[src/rtl/jtframe_rom_pkg.sv]
`default_nettype none
//==============================================================================
// Package  : jtframe_rom_pkg
// Desc     : Shared types and constants for the ROM fetch arbiter:
//            FSM state encoding, SDRAM word-address width, fetch timeout limit.
// Revision : 1.0 - initial release
//==============================================================================
package jtframe_rom_pkg;

  typedef enum logic [1:0] {
    ST_IDLE = 2'd0,
    ST_REQ  = 2'd1,
    ST_WAIT = 2'd2
  } rom_state_t;

  localparam int         SDRAM_AW    = 22;
  localparam logic [7:0] TIMEOUT_MAX = 8'd255;

endpackage
`default_nettype wire

[src/rtl/jtframe_rom_slot.sv]
`default_nettype none
//==============================================================================
// Module   : jtframe_rom_slot
// Desc     : One-entry 32-bit cache slot for a single ROM channel. Holds the
//            tag of the last filled 32-bit word, reports hit/miss for the
//            current channel address and selects the addressed 16-bit half.
// Revision : 1.0 - initial release
//==============================================================================
module jtframe_rom_slot
  import jtframe_rom_pkg::*;
#(
  parameter int AW = 15
)(
  input  logic          clk,
  input  logic          abort,
  input  logic [AW-1:0] addr,
  input  logic          cs,
  input  logic          busy_here,
  input  logic          wr_en,
  input  logic [AW-2:0] wr_tag,
  input  logic [31:0]   wr_data,
  output logic          ok,
  output logic [15:0]   dout,
  output logic          miss
);

  logic [AW-2:0] r_tag;
  logic [31:0]   r_data;
  logic          r_valid;
  logic          w_hit;

  // Slot storage: cleared on abort, written when the arbiter fills this slot
  always_ff @(posedge clk) begin
    if (abort) begin
      r_tag   <= '0;
      r_data  <= '0;
      r_valid <= 1'b0;
    end else if (wr_en) begin
      r_tag   <= wr_tag;
      r_data  <= wr_data;
      r_valid <= 1'b1;
    end
  end

  assign w_hit = r_valid && (r_tag == addr[AW-1:1]);
  assign ok    = cs && w_hit;
  assign dout  = addr[0] ? r_data[31:16] : r_data[15:0];
  // A channel whose fetch is already in flight does not request again
  assign miss  = cs && !w_hit && !busy_here;

endmodule
`default_nettype wire

[src/rtl/jtframe_rom_arb.sv]
`default_nettype none
//==============================================================================
// Module   : jtframe_rom_arb
// Desc     : NCH-channel ROM fetch arbiter in front of a single-port SDRAM
//            controller. Each channel has a one-entry cache slot; misses are
//            arbitrated (fixed priority or round-robin) into one outstanding
//            32-bit burst at a time, with a per-channel SDRAM base offset.
// Config   : define JTFRAME_ROM_TIMEOUT_EN to enable the WAIT-state fetch
//            timeout (sticky flag plus request retry).
// Revision : 1.0 - initial release
//==============================================================================
module jtframe_rom_arb
  import jtframe_rom_pkg::*;
#(
  parameter int                        NCH     = 2,
  parameter int                        AW      = 15,
  parameter logic [NCH*SDRAM_AW-1:0]   OFFSETS = '0,
  parameter int                        RR      = 0,
  parameter int                        RDY_DLY = 4
)(
  input  logic                  clk,
  input  logic                  rst_n,
  input  logic [NCH*AW-1:0]     ch_addr,
  input  logic [NCH-1:0]        ch_cs,
  output logic [NCH-1:0]        ch_ok,
  output logic [NCH*16-1:0]     ch_dout,
  input  logic                  downloading,
  input  logic                  loop_rst,
  input  logic                  sdram_ack,
  input  logic                  data_rdy,
  input  logic [31:0]           data_read,
  output logic                  sdram_req,
  output logic [SDRAM_AW-1:0]   sdram_addr,
  output logic                  refresh_en,
  output logic                  ready,
  output logic                  timeout
);

  localparam int SW  = (NCH > 1) ? $clog2(NCH) : 1;
  localparam int RCW = $clog2(RDY_DLY + 1);

  logic                w_abort;
  rom_state_t          r_state, w_state_nxt;
  logic [SW-1:0]       r_sel, w_sel_nxt, r_ptr, w_ptr_nxt, w_win;
  logic [AW-2:0]       r_tag_req, w_tag_nxt;
  logic                r_req, w_req_nxt;
  logic [SDRAM_AW-1:0] r_addr, w_addr_nxt;
  logic                w_fill;
  logic [NCH-1:0]      w_miss;
  logic                w_any_miss;
  logic [RCW-1:0]      r_rdy_cnt;
`ifdef JTFRAME_ROM_TIMEOUT_EN
  logic [7:0]          r_tcnt, w_tcnt_nxt;
  logic                r_timeout, w_timeout_nxt;
`endif

  // Reset, controller loop reset and ROM download all flush the fetch path
  assign w_abort = !rst_n || loop_rst || downloading;

  // Winner among missing channels: highest index, or first after ptr for RR
  function automatic logic [SW-1:0] f_pick(input logic [NCH-1:0] miss,
                                           input logic [SW-1:0]  ptr);
    logic [SW-1:0] win;
    logic [SW-1:0] idx;
    logic          found;
    win   = '0;
    found = 1'b0;
    if (RR == 0) begin
      for (int i = 0; i < NCH; i++) begin
        if (miss[i]) win = SW'(i);
      end
    end else begin
      for (int k = 1; k <= NCH; k++) begin
        idx = SW'((int'(ptr) + k) % NCH);
        if (!found && miss[idx]) begin
          win   = idx;
          found = 1'b1;
        end
      end
    end
    return win;
  endfunction

  for (genvar n = 0; n < NCH; n++) begin : g_slot
    logic w_busy_here;
    logic w_wr_en;
    assign w_busy_here = (r_state != ST_IDLE) && (r_sel == SW'(n));
    assign w_wr_en     = w_fill && (r_sel == SW'(n));
    jtframe_rom_slot #(.AW(AW)) u_slot (
      .clk       (clk),
      .abort     (w_abort),
      .addr      (ch_addr[n*AW +: AW]),
      .cs        (ch_cs[n]),
      .busy_here (w_busy_here),
      .wr_en     (w_wr_en),
      .wr_tag    (r_tag_req),
      .wr_data   (data_read),
      .ok        (ch_ok[n]),
      .dout      (ch_dout[n*16 +: 16]),
      .miss      (w_miss[n])
    );
  end

  assign w_any_miss = |w_miss;
  assign w_win      = f_pick(w_miss, r_ptr);

  // Next-state, request and fill decode
  always_comb begin
    w_state_nxt = r_state;
    w_sel_nxt   = r_sel;
    w_ptr_nxt   = r_ptr;
    w_tag_nxt   = r_tag_req;
    w_req_nxt   = r_req;
    w_addr_nxt  = r_addr;
    w_fill      = 1'b0;
`ifdef JTFRAME_ROM_TIMEOUT_EN
    w_tcnt_nxt    = '0;
    w_timeout_nxt = r_timeout;
`endif
    case (r_state)
      ST_IDLE: begin
        if (w_any_miss) begin
          w_sel_nxt   = w_win;
          w_ptr_nxt   = w_win;
          w_tag_nxt   = ch_addr[int'(w_win)*AW + 1 +: AW-1];
          // Offset add wraps naturally at the SDRAM address width
          w_addr_nxt  = OFFSETS[int'(w_win)*SDRAM_AW +: SDRAM_AW]
                        + SDRAM_AW'({w_tag_nxt, 1'b0});
          w_req_nxt   = 1'b1;
          w_state_nxt = ST_REQ;
        end
      end
      ST_REQ: begin
        if (sdram_ack) begin
          w_req_nxt = 1'b0;
          // Data arriving with the ack completes the burst at once
          if (data_rdy) begin
            w_fill      = 1'b1;
            w_state_nxt = ST_IDLE;
          end else begin
            w_state_nxt = ST_WAIT;
          end
        end
      end
      ST_WAIT: begin
        if (data_rdy) begin
          w_fill      = 1'b1;
          w_state_nxt = ST_IDLE;
        end
`ifdef JTFRAME_ROM_TIMEOUT_EN
        else if (r_tcnt == TIMEOUT_MAX) begin
          w_timeout_nxt = 1'b1;
          w_req_nxt     = 1'b1;
          w_state_nxt   = ST_REQ;
        end else begin
          w_tcnt_nxt = r_tcnt + 8'd1;
        end
`endif
      end
      default: w_state_nxt = ST_IDLE;
    endcase
  end

  // FSM state and latched request registers
  always_ff @(posedge clk) begin
    if (w_abort) begin
      r_state   <= ST_IDLE;
      r_sel     <= '0;
      r_ptr     <= '0;
      r_tag_req <= '0;
      r_req     <= 1'b0;
      r_addr    <= '0;
    end else begin
      r_state   <= w_state_nxt;
      r_sel     <= w_sel_nxt;
      r_ptr     <= w_ptr_nxt;
      r_tag_req <= w_tag_nxt;
      r_req     <= w_req_nxt;
      r_addr    <= w_addr_nxt;
    end
  end

  // Ready delay: saturating count of clean cycles since the last abort
  always_ff @(posedge clk) begin
    if (w_abort) begin
      r_rdy_cnt <= '0;
    end else if (r_rdy_cnt != RCW'(RDY_DLY)) begin
      r_rdy_cnt <= r_rdy_cnt + 1'b1;
    end
  end

`ifdef JTFRAME_ROM_TIMEOUT_EN
  // WAIT-state watchdog and sticky timeout flag
  always_ff @(posedge clk) begin
    if (w_abort) begin
      r_tcnt    <= '0;
      r_timeout <= 1'b0;
    end else begin
      r_tcnt    <= w_tcnt_nxt;
      r_timeout <= w_timeout_nxt;
    end
  end
  assign timeout = r_timeout;
`else
  assign timeout = 1'b0;
`endif

  assign sdram_req  = r_req;
  assign sdram_addr = r_addr;
  assign refresh_en = (r_state == ST_IDLE) && !w_any_miss;
  assign ready      = (r_rdy_cnt == RCW'(RDY_DLY));

endmodule
`default_nettype wire

[config.mk]
export PLATFORM = sky130hd
export DESIGN_NAME = jtframe_rom_arb
export DESIGN_NICKNAME = d
export VERILOG_FILES = /design/src/rtl/jtframe_rom_pkg.sv /design/src/rtl/jtframe_rom_slot.sv /design/src/rtl/jtframe_rom_arb.sv
export SDC_FILE = /design/constraint.sdc
export NUM_CORES = 1
export LEC_CHECK = 0
export ABC_CLOCK_PERIOD_IN_PS = 2080
export CORE_MARGIN = 2
export CORE_UTILIZATION = 44
export CTS_BUF_LIST = sky130_fd_sc_hd__clkbuf_16
export DETAILED_ROUTE_END_ITERATION = 7
export PLACE_DENSITY = 0.76
export SLEW_MARGIN = 20
export SYNTH_ARGS = -nofsm -noshare
export SYNTH_HDL_FRONTEND = slang
export SYNTH_SLANG_ARGS = --single-unit
export TNS_END_PERCENT = 50
[constraint.sdc]
create_clock -name clk -period 2.08 [get_ports clk]
set_clock_uncertainty 0.15 [all_clocks]
set_input_delay 0.416 -clock clk [delete_from_list [all_inputs] [get_ports clk]]
set_output_delay 0.416 -clock clk [all_outputs]
set_load 0.03 [all_outputs]
After elaboration in Yosys (flattened, before gate mapping)
Index checks and enable logic that the tools add are counted.
Operators by class
  add/sub/neg operators: 3
  bitwise gates (word level): 1
  equality and inequality tests: 9
  multipliers: 2
  shift operators: 2
  reductions and logical operators: 28
  muxes and demuxes: 14
Operators with widths (number)
  variable part select 44 x 7 -> 22 bit (first input constant): 1
  2-to-1 mux 16 bit: 2
  variable part select 30 x 7 -> 14 bit: 1
  equality test 14 bit: 2
  adder 22 x 15 -> 22 bit: 1
  logical AND 1 bit: 13
  multiplier 1 x 4 -> 5 bit (second input constant): 2
  2-to-1 mux 2 bit: 4
  adder 5 x 1 -> 6 bit (second input constant): 1
  zero test 1 bit: 6
  inequality test 2 bit (second input constant): 3
  one-hot mux 2 bit (3 select lines): 1
  AND reduction 3 bit: 2
  2-to-1 mux 1 bit: 5
  one-hot mux 1 bit (2 select lines): 2
  nonzero test 2 bit: 2
  adder 3 x 1 -> 3 bit (second input constant): 1
  equality test 3 bit (second input constant): 1
  inequality test 3 bit (second input constant): 1
  equality test 2 x 1 -> 1 bit (second input constant): 1
  equality test 2 bit (second input constant): 1
  zero test 2 bit: 1
  logical OR 1 bit: 2
  AND reduction 2 bit: 1
  other kinds (2): 2
Storage, ports and cells
  register bits after elaboration: 137
  logic and storage cells: 71
  output and inout port bits: 60
  input port bits: 70

Logic depth before layout (Yosys ltp)
  word-level depth: 10
  mapped depth: 9
  mapped depth without buffers: 7

Cells and area by module
From an unflattened synthesis, not the netlist that was laid out.
Second synthesis, totals
  cells, all modules: 504
  area, all modules: 5228.8 um2
By module, submodules not included
  jtframe_rom_slot: times used 2, cells each 190, area an instance 2010.7 um2, seq. area each 940.9 um2
  jtframe_rom_arb: times used 1, cells each 124, area an instance 1207.4 um2, seq. area each 420.4 um2

Worst setup path before layout
No wires, ideal clock.
  path kind: input port to output port
  start: input port ch_addr[8]
  end: output port refresh_en
  arrival: 1814 ps
  setup slack: -300 ps
  data required time: 1514 ps
  stages on the path: 4
  buffers on the path: 0
  cell sequence: xnor2_1 nand4_1 or4_4 a221oi_2
On the way
  cells in the longest elaborated chain, start to end: 8
Ends and longest elaborated chain
  start: declaration: RTL line jtframe_rom_arb.sv:23  | input logic [NCH*AW-1:0] ch_addr,
  equality test 14 bit: RTL line jtframe_rom_slot.sv:45  | assign w_hit = r_valid && (r_tag == addr[AW-1:1]);
  logical AND 1 bit: RTL line jtframe_rom_slot.sv:45
  zero test 1 bit: RTL line jtframe_rom_slot.sv:49  | assign miss = cs && !w_hit && !busy_here;
  logical AND 1 bit (2 in series): RTL line jtframe_rom_slot.sv:49
  OR reduction 2 bit: RTL line jtframe_rom_arb.sv:104  | assign w_any_miss = |w_miss;
  zero test 1 bit: RTL line jtframe_rom_arb.sv:210  | assign refresh_en = (r_state == ST_IDLE) && !w_any_miss;
  logical AND 1 bit: RTL line jtframe_rom_arb.sv:210
  end: declaration: RTL line jtframe_rom_arb.sv:34  | output logic refresh_en,
No other way between the ends.

Worst setup path in the final report
  start: register g_slot[1].u_slot.r_tag[9]
  end: output port refresh_en
On the way
  cells in the longest elaborated chain, start to end: 8
Ends and longest elaborated chain
  start: declaration: RTL line jtframe_rom_slot.sv:27  | logic [AW-2:0] r_tag;
  start signal: assignment: RTL line jtframe_rom_slot.sv:39  | r_tag <= wr_tag;
  equality test 14 bit: RTL line jtframe_rom_slot.sv:45
  logical AND 1 bit: RTL line jtframe_rom_slot.sv:45
  zero test 1 bit: RTL line jtframe_rom_slot.sv:49
  logical AND 1 bit (2 in series): RTL line jtframe_rom_slot.sv:49
  OR reduction 2 bit: RTL line jtframe_rom_arb.sv:104
  zero test 1 bit: RTL line jtframe_rom_arb.sv:210
  logical AND 1 bit: RTL line jtframe_rom_arb.sv:210
No other way between the ends.

==> impl_metrics.env <==
export IMPL_postRouteAntennaNets=0
export IMPL_rsz0062_at_grt="yes"
export IMPL_grt_ovfl_total=0
export IMPL_final_common_cell="nand2_1"
export IMPL_gp_congestion=0.913
export IMPL_pre_cts_ws_ns=-0.822
export IMPL_nets=820
export IMPL_p_leak_nw=2.96
export IMPL_dp_cells=856
export IMPL_startpoint_type="register"
export IMPL_root_buffer="clkbuf_16"
export IMPL_hpwlAfterDp_um=9870
export IMPL_final_cell_mix="193 x nand2_1, 109 x dfxtp_1, 96 x a21oi_1"
export IMPL_ys_flop_type="dfxtp_1"
export IMPL_multi_input_area_um2=2780
export IMPL_grt_max_degree=76
export IMPL_drc=0
export IMPL_p_switching_mw=1.29
export IMPL_regArea_um2=2310
export IMPL_power_total_mw=5.76
export IMPL_grt_pass1_vias=4825
export IMPL_vias_per_cell=5.27
export IMPL_status="finished with violations"
export IMPL_antenna_cells=0
export IMPL_netlist_area_leader_share_pct=45.3
export IMPL_syn_inst=615
export IMPL_reg2reg_slack_ns=-0.32
export IMPL_grt_antenna_before_repair=0
export IMPL_drt_iter0_drc=332
export IMPL_dr_pass1_iters=5
export IMPL_critPathArrivalTime_ns=2.10
export IMPL_post_drt_wl_per_cell_um=16.9
export IMPL_worstHoldEndpoint="g_slot[0].u_slot.r_data[11]"
export IMPL_final_period_utilization_pct=128
export IMPL_cts_max_level=4
export IMPL_cap_violations=0
export IMPL_clock_sinks=115
export IMPL_drt_total_wl_um=15200
export IMPL_vias=4747
export IMPL_clk_path_buf_depth=2
export IMPL_path_clk_slew_ns=0.05
export IMPL_fp_dieW_um=112
export IMPL_synthTopCellsByArea="dfxtp_1 45%, nand2_1 14%, a21oi_1 9.4%"
export IMPL_drive_gt1_share_pct=25.3
export IMPL_cpPeakStageDelay_ns=0.45
export IMPL_power_frac_seq_pct=38.8
export IMPL_final_hold_violation_count=0
export IMPL_vdd_drop_max_uv=582
export IMPL_fp_dieH_um=112
export IMPL_cp_num_buf_inv=1
export IMPL_path_class="register to primary output"
export IMPL_power_per_cell_area_nw_per_um2=762
export IMPL_syn_area_um2=5090
export IMPL_grt_pass1_wl_um=24100
export IMPL_crit_fanout=2
export IMPL_synthArstFlopShare_pct=0
export IMPL_synth_seq_area_share_pct=45.3
export IMPL_area_growth_pct=48.6
export IMPL_failed_checks="negative setup slack"
export IMPL_slowest_stage="o41a_1"
export IMPL_hold_path_depth=2
export IMPL_rr_startpoint="g_slot[0].u_slot.r_tag[10]"
export IMPL_p_comb_share_pct=9.1
export IMPL_ys_ff_latch=115
export IMPL_synth_edf_count=0
export IMPL_hold_start="g_slot[0].u_slot.r_data[11]"
export IMPL_tns_ns=-5.79
export IMPL_clkLatencyLatePin_ns=0.40
export IMPL_cpLargestDelayFamily="compound AO/OA/AOI/OAI gates"
export IMPL_pin_count=130
export IMPL_port_buffers=120
export IMPL_cts_tree="yes"
export IMPL_row_count=39
export IMPL_fill_cells=887
export IMPL_pwr_share_clk_pct=52.1
export IMPL_synth_distinct_cells=33
export IMPL_hold_class="register to register"
export IMPL_die_area_um2=12400
export IMPL_reg2reg_to="r_tag_req[3]"
export IMPL_hold_worst_slack_ns=0.301
export IMPL_drv_slew=0
export IMPL_grt_usage_pct=24.4
export IMPL_setup_ws_ns=-0.584
export IMPL_p_sw_share_pct=22.4
export IMPL_yosysWarnings=0
export IMPL_setup_violations=20
export IMPL_cp_end_kind="primary output"
export IMPL_period_minus_slack_ns=2.66
export IMPL_yosys_area_top_type="dfxtp_1"
export IMPL_core_area_um2=11400
export IMPL_cp_cell_sequence="xnor2_2 > nand4_1 > o41a_1 > a221oi_4 > buf_6"
export IMPL_cp_required_ns=1.51
export IMPL_final_cells=901
export IMPL_numCtsBuffers=17
export IMPL_max_freq_mhz=375
export IMPL_r2r_cells=9
export IMPL_synth_avg_cell_area_um2=8.27
export IMPL_initial_utilization_pct=44.7
export IMPL_cts_hold_repair_buffers=0
export IMPL_power_internal_mw=4.47
[cell usage after synthesis, drive strengths merged (2+ instances only)]
library cell	count
a211oi	14
a21oi	96
a22oi	2
and2	3
buf	21
clkbuf	31
dfxtp	115
ha	5
inv	9
mux2	32
mux2i	15
nand2	193
nand3	2
nand4	6
nor2	26
nor3	3
o21ai	2
or4	2
xnor2	29
[worst reg2reg max path: stages (launching register included)]
cell and delay, ns:
dfxtp_2 0.33, xnor2_2 0.20, nand4_1 0.12, or4_4 0.56, buf_6 0.15, buf_6 0.11, a22o_4 0.28, clkbuf_16 0.20
nor2_4 0.11, a211oi_2 0.05
[what timing repair did]
item,in CTS,in global routing
endpoints found under the setup margin,56,36
pin swaps,11,10
buffers inserted,8,2
cloned,2,2
gates resized for setup,154,33
[layout make-up]
| cell class | count | share of cell area, % |
|---|---|---|
| Multi-Input combinational cell | 447 | 36.8 |
| Clock inverter | 15 | 2.53 |
| Timing Repair Buffer | 155 | 21.7 |
| Clock buffer | 17 | 5.63 |
| Sequential cell | 115 | 30.5 |
| Tap cell | 143 | 2.37 |
| Inverter | 9 | 0.447 |
[routing by layer]
metal / vias to the layer above / wire (um) / GRT usage [%]
met4: 0 / 326 / 8.72
met1: 2255 / 6550 / 30.4
met3: 27 / 867 / 6.48
met5: - / 0 / 0
li1: 2290 / - / -
met2: 175 / 7500 / 41.0
[power by group through the flow]
| stage | registers (mW) | logic [mW] | clock network [mW] |
|---|---|---|---|
| 2_1_floorplan | 2.29 | 0.207 | 0 |
| 3_3_place_gp | 2.28 | 0.447 | 0 |
| 3_5_place_dp | 2.28 | 0.454 | 0 |
| 4_1_cts | 2.23 | 0.489 | 3.03 |
| 5_1_grt | 2.23 | 0.552 | 3.15 |
| 6_report | 2.23 | 0.526 | 3.00 |
[stage by stage]
step | area (um2) | util (%)
floorplan | 5210 | -
global placement | 6570 | 57.8
detailed placement | 6570 | 57.8
CTS | 7410 | 65.1
global route | 7560 | 66.5
finish | 7560 | 66.5
[cells by family (layout without fill, tap and decap cells)]
logic type	count (synthesis)	in the layout	share of synthesized area [%]
AO/OA/AOI/OAI	119	119	13.9
XOR/XNOR	29	29	4.99
adder cells (fa/ha/maj)	5	5	1.23
buffers and inverters	61	196	5.93
flip-flops	115	115	45.3
multiplexers	47	47	10.0
other	1	9	0.0737
AND/OR/NAND/NOR	238	238	18.5
[state kept, by name, summed over array words and instances (netlist names)]
name / flops
g_slot.u_slot.r_data: 64
g_slot.u_slot.r_tag: 28
g_slot.u_slot.r_valid: 2
r_rdy_cnt: 3
r_sel: 1
r_state: 2
r_tag_req: 13
sdram_addr: 1
sdram_req: 1
[worst max path at each step]
stage	from	endpoint	slack [ns]	cells after the start
floorplan	ch_addr[12]	refresh_en	-0.14	4
global placement	ch_addr[12]	refresh_en	-0.84	6
detailed placement	ch_addr[1]	refresh_en	-0.82	6
CTS	g_slot[1].u_slot.r_tag[12]	refresh_en	-0.59	5
global route	g_slot[1].u_slot.r_tag[9]	refresh_en	-0.69	5
finish	g_slot[1].u_slot.r_tag[9]	refresh_en	-0.58	5
No activity file was read; power rests on OpenSTA's default activity.
